## config.mk

```make
export PLATFORM = sky130hd
export DESIGN_NAME = pid_ctrl
export DESIGN_NICKNAME = d
export VERILOG_FILES = /design/src/rtl/pid_ctrl.sv
export SDC_FILE = /design/constraint.sdc
export NUM_CORES = 1
export LEC_CHECK = 0
export ABC_AREA = 1
export BUFFER_PORTS_ARGS = -buffer_cell sky130_fd_sc_hd__buf_4
export CORE_ASPECT_RATIO = 0.7
export CORE_MARGIN = 2
export CORE_UTILIZATION = 50
export DETAILED_ROUTE_END_ITERATION = 16
export PLACE_DENSITY = 0.78
export SYNTH_ARGS = -nofsm -noshare
export SYNTH_HDL_FRONTEND = slang
export SYNTH_SLANG_ARGS = --single-unit
```

## constraint.sdc

```tcl
create_clock -name clk -period 8.21 [get_ports clk]
set_input_delay 1.2315 -clock clk [delete_from_list [all_inputs] [get_ports clk]]
set_output_delay 1.2315 -clock clk [all_outputs]
set_load 0.05 [all_outputs]
```

## src/rtl/pid_ctrl.sv

```systemverilog
// Balance PID controller: saturated P, windowed I, rate-derived D and a soft-start ramp
// that scales the downstream balance/steer math.
module pid_ctrl #(
    parameter bit FAST_SIM = 1'b0
) (
    input  logic               clk,
    input  logic               rst_n,
    input  logic               vld,
    input  logic signed [15:0] ptch,
    input  logic signed [15:0] ptch_rt,
    input  logic               pwr_up,
    input  logic               rider_off,
    output logic signed [11:0] PID_cntrl,
    output logic        [7:0]  ss_tmr
);

    localparam logic [26:0] RAMP_STEP = FAST_SIM ? 27'd256 : 27'd1;

    logic signed [9:0]  ptch_err_sat;
    logic signed [14:0] p_term, i_term, d_term, pid_sum;
    logic signed [11:0] pid_sat;
    logic signed [17:0] integrator, integ_add, integ_sum;
    logic               integ_ovf;
    logic        [26:0] ramp;

    always_comb begin
        if (ptch > 16'sd511)
            ptch_err_sat = 10'sd511;
        else if (ptch < -16'sd512)
            ptch_err_sat = -10'sd512;
        else
            ptch_err_sat = ptch[9:0];
    end

    assign p_term  = $signed({{5{ptch_err_sat[9]}}, ptch_err_sat}) * 15'sd5;
    assign i_term  = $signed({{3{integrator[17]}}, integrator[17:6]});
    // Sign-extend before negating so a most-negative rate (-512) becomes +512.
    assign d_term  = -$signed({{5{ptch_rt[15]}}, ptch_rt[15:6]});
    assign pid_sum = p_term + i_term + d_term;

    always_comb begin
        if (pid_sum > 15'sd2047)
            pid_sat = 12'sd2047;
        else if (pid_sum < -15'sd2048)
            pid_sat = -12'sd2048;
        else
            pid_sat = pid_sum[11:0];
    end

    // Overflow only when both addends share a sign the result does not.
    assign integ_add = $signed({{8{ptch_err_sat[9]}}, ptch_err_sat});
    assign integ_sum = integrator + integ_add;
    assign integ_ovf = (integrator[17] == integ_add[17]) && (integ_sum[17] != integrator[17]);

    always_ff @(posedge clk) begin
        if (!rst_n) begin
            PID_cntrl  <= '0;
            integrator <= '0;
        end else begin
            if (vld)
                PID_cntrl <= pid_sat;
            if (rider_off)
                integrator <= '0;
            else if (vld && !integ_ovf)
                integrator <= integ_sum;
        end
    end

    always_ff @(posedge clk) begin
        if (!rst_n)
            ramp <= '0;
        else if (!pwr_up)
            ramp <= '0;
        else if (ramp[26:19] != 8'hFF)
            ramp <= ramp + RAMP_STEP;
    end

    assign ss_tmr = ramp[26:19];

endmodule

```

==> impl_metrics.json, run 1 <==
{
  "clkSlewWorstSetupHoldPaths_ps": 50,
  "worstMarginPinSlew_ps": 727,
  "async_reset_ff_share_pct": 0,
  "drive_gt1_share_pct": 13.8,
  "status": "finished clean",
  "peakVddDrop_mv": 0.112,
  "synth_top_flop_cell": "dfxtp_1",
  "grt_start_max_net_pins": 27,
  "setup_violations": 0,
  "vias": 4764,
  "ios": 57,
  "port_buffers": 50,
  "syn_area_per_cell_um2": 6.92,
  "max_freq_ghz": 0.167,
  "fin_crit_sh_pct": 73.0,
  "reg2reg_setup_slack_ps": 4370,
  "r2r-end": "PID_cntrl[6]",
  "cts.sinks": 57,
  "htree_levels": 3,
  "netlist.area_leader.share_pct": 21.6,
  "die_width_um": 127,
  "worstSkewPairLatency_ps": 340,
  "syn2layout_area_growth_pct": 14.3,
  "die_h_um": 89.9,
  "post-dp-hpwl_mm": 9.42,
  "cts_tree": "built",
  "synth_area_mm2": 0.00528,
  "clock_skew_ps": 5.28,
  "die_area_mm2": 0.0114,
  "wire_per_inst_um": 12.7,
  "timing.rr.start": "integrator[7]",
  "min_delay_path_depth": 2,
  "max_stage_delay_ps": 530,
  "first_pass_iters": 6,
  "slew_headroom_pct": 51.3,
  "path_common_cell": "inv_1",
  "postRouteAntennaNets": 0,
  "drc_errors": 0,
  "grt-ovfl-total": 0,
  "finalCriticalPeriod_ps": 5990,
  "cts_max_path_buffers": 2,
  "grt_first_pass_wirelength_mm": 20.8,
  "drt-total-wl_mm": 12.0,
  "path_class": "input pin to flop",
  "end_kind": "flop",
  "ys_warn_count": 0,
  "synth_edf_count": 0,
  "grt_setup_unrepaired": "no",
  "cap_violations": 0,
  "grt_pass1_vias": 4545,
  "hold_buffers": 0,
  "startpoint_type": "input pin",
  "antenna_found_initial": 0,
  "syn-num-nets": 879,
  "core-area_mm2": 0.0103,
  "grt_usage_pct": 22.4,
  "cts_setup_buffers": 0,
  "ff2ff_path_depth": 18,
  "cts_buffers": 9,
  "maxSlewViolCount": 0,
  "synth_cells": 763,
  "synthTopCellsByArea": "dfxtp_1 22%, ha_1 13%, nand2_1 11%, inv_1 10%, fa_1 9.5%",
  "fin_nets": 922,
  "place_congestion": 0.990,
  "ys_types": 43,
  "drtIter0Drc": 360,
  "hold_path.startpoint": "ramp[5]",
  "start_util_pct": 51.1,
  "critPathArrivalTime_ps": 6190,
  "hold_class": "flop to flop",
  "path_cells": "buf_4, or4_1, o31ai_2, a21oi_1, ha_1, fa_1, inv_1, fa_1, inv_1, ha_1, inv_1, fa_1, inv_1, nand3_1, nand3_1, nand3_1, nand3_1, nand2_1, nand2_1, inv_1, a21oi_2, a21oi_1",
  "tns_ps": 0,
  "vias_per_cell": 5.05,
  "cts_resized": 0,
  "crit_required_ps": 8410,
  "cp_max_fo": 9,
  "nFillCells": 958,
  "num_rows": 31,
  "hold_end": "ramp[5]",
  "p_per_area_mw_per_mm2": 221,
  "p_total_mw": 1.33,
  "slowest_stage": "or4_1",
  "leakagePower_nw": 3.07,
  "synth_seq_area_share_pct": 21.6,
  "cts_root_buffer": "clkbuf_16",
  "antenna_cells": 0,
  "synth_top_area_cell": "dfxtp_1",
  "synth_seq_cells": 57,
  "hold_viol": 0
}
[layer usage]
metal  track usage (%)  share of wire (%)
met5                 0                  0
met4              5.68                1.1
met1              32.5                 52
met3              5.18                4.7
met2              33.8                 42
[how the worst max path moves through the flow]
stage             from            end  slack, ps  cells after the start
3_3_place_gp   ptch[9]   PID_cntrl[7]       2090                     22
6_report       ptch[9]   PID_cntrl[6]       2220                     22
4_1_cts        ptch[9]   PID_cntrl[6]       2280                     22
5_1_grt        ptch[9]   PID_cntrl[6]       1930                     22
2_1_floorplan  ptch[9]  PID_cntrl[10]       2780                     21
3_5_place_dp   ptch[9]   PID_cntrl[8]       1990                     22
[sequential cells by signal, summed over array words and instances, names as in the netlist]
register	flops
PID_cntrl	12
ramp	27
integrator	18
[logic make-up (layout without fill, tap and decap cells)]
kind of cell    count (synthesis)  in the layout  synth area share, %
compound gates                114            114                 11.9
xor+xnor                       20             20                 3.32
simple gates                  329            329                 28.2
fa+ha+maj                      79             79                 22.3
flops                          57             57                 21.6
buf+inv                       164            212                 12.7
[cell usage after synthesis (2+ instances only)]
cell type and instances:
nor3_1 14, buf_4 9, nand3_2 2, a21o_1 3
nor3_2 2, clkbuf_1 6, nand4_1 11, ha_1 54
nand2_1 159, nor2_1 60, a21oi_2 5, and3_1 2
o21ai_0 36, fa_1 25, nand3b_1 4, xnor2_1 14
nand2_2 6, buf_2 2, nor2_2 23, xor2_1 6
inv_1 144, nand3_1 39, dfxtp_1 57, a21oi_1 60
o21a_1 2
[critical path, delay by kind of cell]
family                     cells  cell delay, ps
AOI/OAI and AO/OA              4            1370
buffers and inverters          6             570
and+or+nand+nor                7            1120
adders and majority gates      5            1890
[metrics by stage]
stage / setup slack (ps) / utilization, % / instances / hold WS [ps] / instance area [um^2]
after CTS: 2280 / 58.4 / 943 / 465 / 6030
after global routing: 1930 / 58.4 / 943 / 503 / 6030
after detailed placement: 1990 / 55.3 / 927 / 458 / 5700
final: 2220 / 58.4 / 943 / 466 / 6030
after floorplan: 2780 / - / 763 / 439 / 5280
after global placement: 2090 / 55.3 / 927 / 456 / 5700
[placed cells by master, fill, tap and decap left out, types with 2 or more instances in the layout]
cell,n
nand2_2,6
dfxtp_1,57
nand3_2,2
buf_4,51
a21oi_2,5
nor3_2,2
inv_1,144
o21a_1,2
nand4_1,11
clkinv_4,3
and3_1,2
nor2_2,23
ha_1,54
o21ai_0,36
fa_1,25
bufinv_16,2
nand3_1,39
nor3_1,14
nor2_1,60
nand2_1,159
xor2_1,6
a21oi_1,60
xnor2_1,14
a21o_1,3
clkbuf_16,9
nand3b_1,4
[where the power goes]
part | total (mW) | internal [mW] | switching [mW]
Combinational | 0.606 | 0.216 | 0.389
Sequential | 0.314 | 0.300 | 0.0141
Clock | 0.411 | 0.268 | 0.144
[area by class of cell]
cell class | count | area (um^2) | area share [%]
timing repair buffer | 51 | 383 | 6.35
sequential | 57 | 1140 | 18.9
clock buffer | 9 | 225 | 3.74
clock inverter | 7 | 103 | 1.70
tap | 132 | 165 | 2.74
multi-input combinational | 542 | 3460 | 57.5
inverter | 145 | 547 | 9.07
Power figures use the tool's default switching activity.
==> run 2: changes to the inputs <==
ABC_AREA = 0   (was 1)
PLACE_DENSITY = 0.81   (was 0.78)
clock period = 5.2 ns   (was 8.21 ns; I/O delays follow)
==> impl_metrics.json, run 2 <==
{
  "clock_skew_ps": 5.15,
  "place_congestion": 0.966,
  "synth_commonest_cells": "72 x inv_1, 57 x dfxtp_1, 57 x nor2_1, 54 x ha_1, 35 x nand2_1",
  "post-route-util_pct": 59.6,
  "final_common_cell": "inv_1",
  "max_freq_ghz": 0.206,
  "antenna_cells": 0,
  "ios": 57,
  "top_usage_layer": "met2",
  "grt_start_max_net_pins": 27,
  "cts_setup_buffers": 0,
  "first_pass_iters": 5,
  "worstMarginPinSlew_ps": 861,
  "path_cells": "buf_4, nor4_2, a21oi_2, o21a_1, ha_1, inv_1, fa_1, fa_1, inv_1, ha_1, a211oi_1, nor2_1, o2111ai_1, a311o_1, o211ai_1, o41ai_2, buf_4, o21ai_0",
  "cts_max_path_buffers": 2,
  "met1_usage_pct": 30.8,
  "syn_area_per_cell_um2": 8.48,
  "finalCriticalPeriod_ps": 4850,
  "syn2layout_area_growth_pct": 16.9,
  "cts_resized": 0,
  "top_regs": "ramp x27, integrator x18, PID_cntrl x12",
  "ys_warn_count": 0,
  "synth_edf_count": 0,
  "hold_end": "PID_cntrl[11]",
  "max_stage_delay_ps": 600,
  "grt_setup_unrepaired": "no",
  "slowest_stage": "fa_1",
  "met3_usage_pct": 4.67,
  "cts_buffers": 9,
  "grt_first_pass_wirelength_mm": 19.1,
  "critPathArrivalTime_ps": 5070,
  "most-common-layout-cells": "72 x inv_1, 65 x buf_4, 57 x dfxtp_1, 57 x nor2_1, 54 x ha_1",
  "vias": 4262,
  "synth_top_flop_cell": "dfxtp_1",
  "worstSkewPairLatency_ps": 330,
  "r2r-end": "PID_cntrl[1]",
  "min_delay_path_depth": 2,
  "ff2ff_path_depth": 17,
  "clkSlewWorstSetupHoldPaths_ps": 60,
  "cap_violations": 0,
  "post-dp-hpwl_mm": 8.59,
  "die_width_um": 122,
  "gr-usage-met2_pct": 36.7,
  "leakagePower_nw": 2.68,
  "hold_class": "flop to flop",
  "crit_required_ps": 5420,
  "peakVddDrop_mv": 0.224,
  "drtIter0Drc": 314,
  "wire_per_inst_um": 14.8,
  "grt_pass1_vias": 4131,
  "cts_root_buffer": "clkbuf_16",
  "fin_crit_sh_pct": 93.4,
  "nFillCells": 833,
  "status": "finished clean",
  "fin_nets": 747,
  "tns_ps": 0,
  "slew_headroom_pct": 42.5,
  "reg2reg_setup_slack_ps": 1250,
  "syn-num-nets": 694,
  "vias_per_cell": 5.58,
  "hold_buffers": 0,
  "port_buffers": 50,
  "synth_area_mm2": 0.00490,
  "p_per_area_mw_per_mm2": 350,
  "synth_cells": 578,
  "maxSlewViolCount": 0,
  "antenna_found_initial": 0,
  "core-area_mm2": 0.00961,
  "hold_path.startpoint": "PID_cntrl[11]",
  "die_area_mm2": 0.0106,
  "timing.rr.start": "integrator[7]",
  "startpoint_type": "input pin",
  "drc_errors": 0,
  "num_rows": 30,
  "path_class": "input pin to flop",
  "async_reset_ff_share_pct": 0,
  "synthTopCellsByArea": "dfxtp_1 23%, ha_1 14%, fa_1 10%, inv_1 5.5%, nor2_1 4.4%",
  "synth_seq_area_share_pct": 23.3,
  "yosysMostFrequentCell": "inv_1",
  "synth_seq_cells": 57,
  "die_h_um": 86.8,
  "hold_viol": 0,
  "drive_gt1_share_pct": 15.3,
  "cp_max_fo": 11,
  "fin_area_mm2": 0.00573,
  "drt-total-wl_mm": 11.3,
  "postRouteAntennaNets": 0,
  "synth_top_area_cell": "dfxtp_1",
  "cp_top_family": "compound AO/OA/AOI/OAI gates",
  "ys_types": 58,
  "start_util_pct": 51.0,
  "cp.buffers_inverters": 4,
  "setup_violations": 0,
  "grt_usage_pct": 22.7,
  "place_area_mm2": 0.00541,
  "largest_reg_flops": 27,
  "netlist.area_leader.share_pct": 23.3,
  "end_kind": "flop",
  "htree_levels": 3,
  "cts_tree": "built",
  "grt-ovfl-total": 0,
  "cts.sinks": 57,
  "regMostFlops": "ramp"
}
[run 2: final cells by class]
type | instances | area [um^2] | share of cell area, %
clock inverter | 6 | 67.6 | 1.18
clock buffer | 10 | 229 | 4.00
multi-input combinational | 426 | 3370 | 58.9
tap | 128 | 160 | 2.80
inverter | 72 | 270 | 4.72
sequential | 57 | 1140 | 19.9
timing repair buffer | 65 | 488 | 8.52
[run 2: power by group]
part           total, mW  switching, mW  leakage (nW)  internal, mW
Clock              0.592          0.220         0.139         0.372
Combinational      0.914          0.541          2.08         0.373
Sequential         0.500         0.0236         0.464         0.477
[run 2: kinds of logic (layout without fill, tap and decap cells)]
kind of cell	after synthesis	after routing	synth area share, %
AO/OA/AOI/OAI	120	120	16.9
XOR/XNOR	36	36	6.43
adder cells (fa/ha/maj)	79	79	24.0
buffers and inverters	95	153	8.45
flip-flops	57	57	23.3
multiplexers	19	19	3.88
AND/OR/NAND/NOR	172	172	17.1
[run 2: how the worst max path moves through the flow]
stage	from	cells past startpoint	slack (ps)	endpoint
2_1_floorplan	ptch[12]	19	320	PID_cntrl[0]
3_3_place_gp	ptch[12]	18	80	PID_cntrl[5]
3_5_place_dp	ptch[12]	19	2	PID_cntrl[4]
4_1_cts	ptch[12]	19	320	PID_cntrl[1]
5_1_grt	ptch[12]	19	40	PID_cntrl[5]
6_report	ptch[12]	18	350	PID_cntrl[5]
[run 2: per-layer routing]
| layer | vias up | part of all wire, % |
|---|---|---|
| met5 | - | 0 |
| met4 | 0 | 1.6 |
| met3 | 18 | 5.6 |
| met2 | 125 | 46 |
| met1 | 2020 | 46 |
| li1 | 2099 | - |
[run 2: stage by stage]
stage / instances / hold slack [ps] / worst slack [ps] / total power [mW]
after global routing: 764 / 492 / 35.7 / 2.14
after CTS: 764 / 467 / 321 / 1.99
final: 764 / 464 / 345 / 2.01
after detailed placement: 748 / 460 / 1.83 / 1.39
after global placement: 748 / 450 / 84.8 / 1.36
after floorplan: 578 / 453 / 316 / 1.17
[run 2: worst reg2reg max path: cells and delay by family, from the launching register on]
| kind | cells | cell delay [ps] |
|---|---|---|
| adder cells (fa/ha/maj) | 5 | 1710 |
| AO/OA/AOI/OAI | 4 | 660 |
| AND/OR/NAND/NOR | 3 | 540 |
| buffers and inverters | 4 | 420 |
| flip-flops | 1 | 340 |
| XOR/XNOR | 1 | 210 |
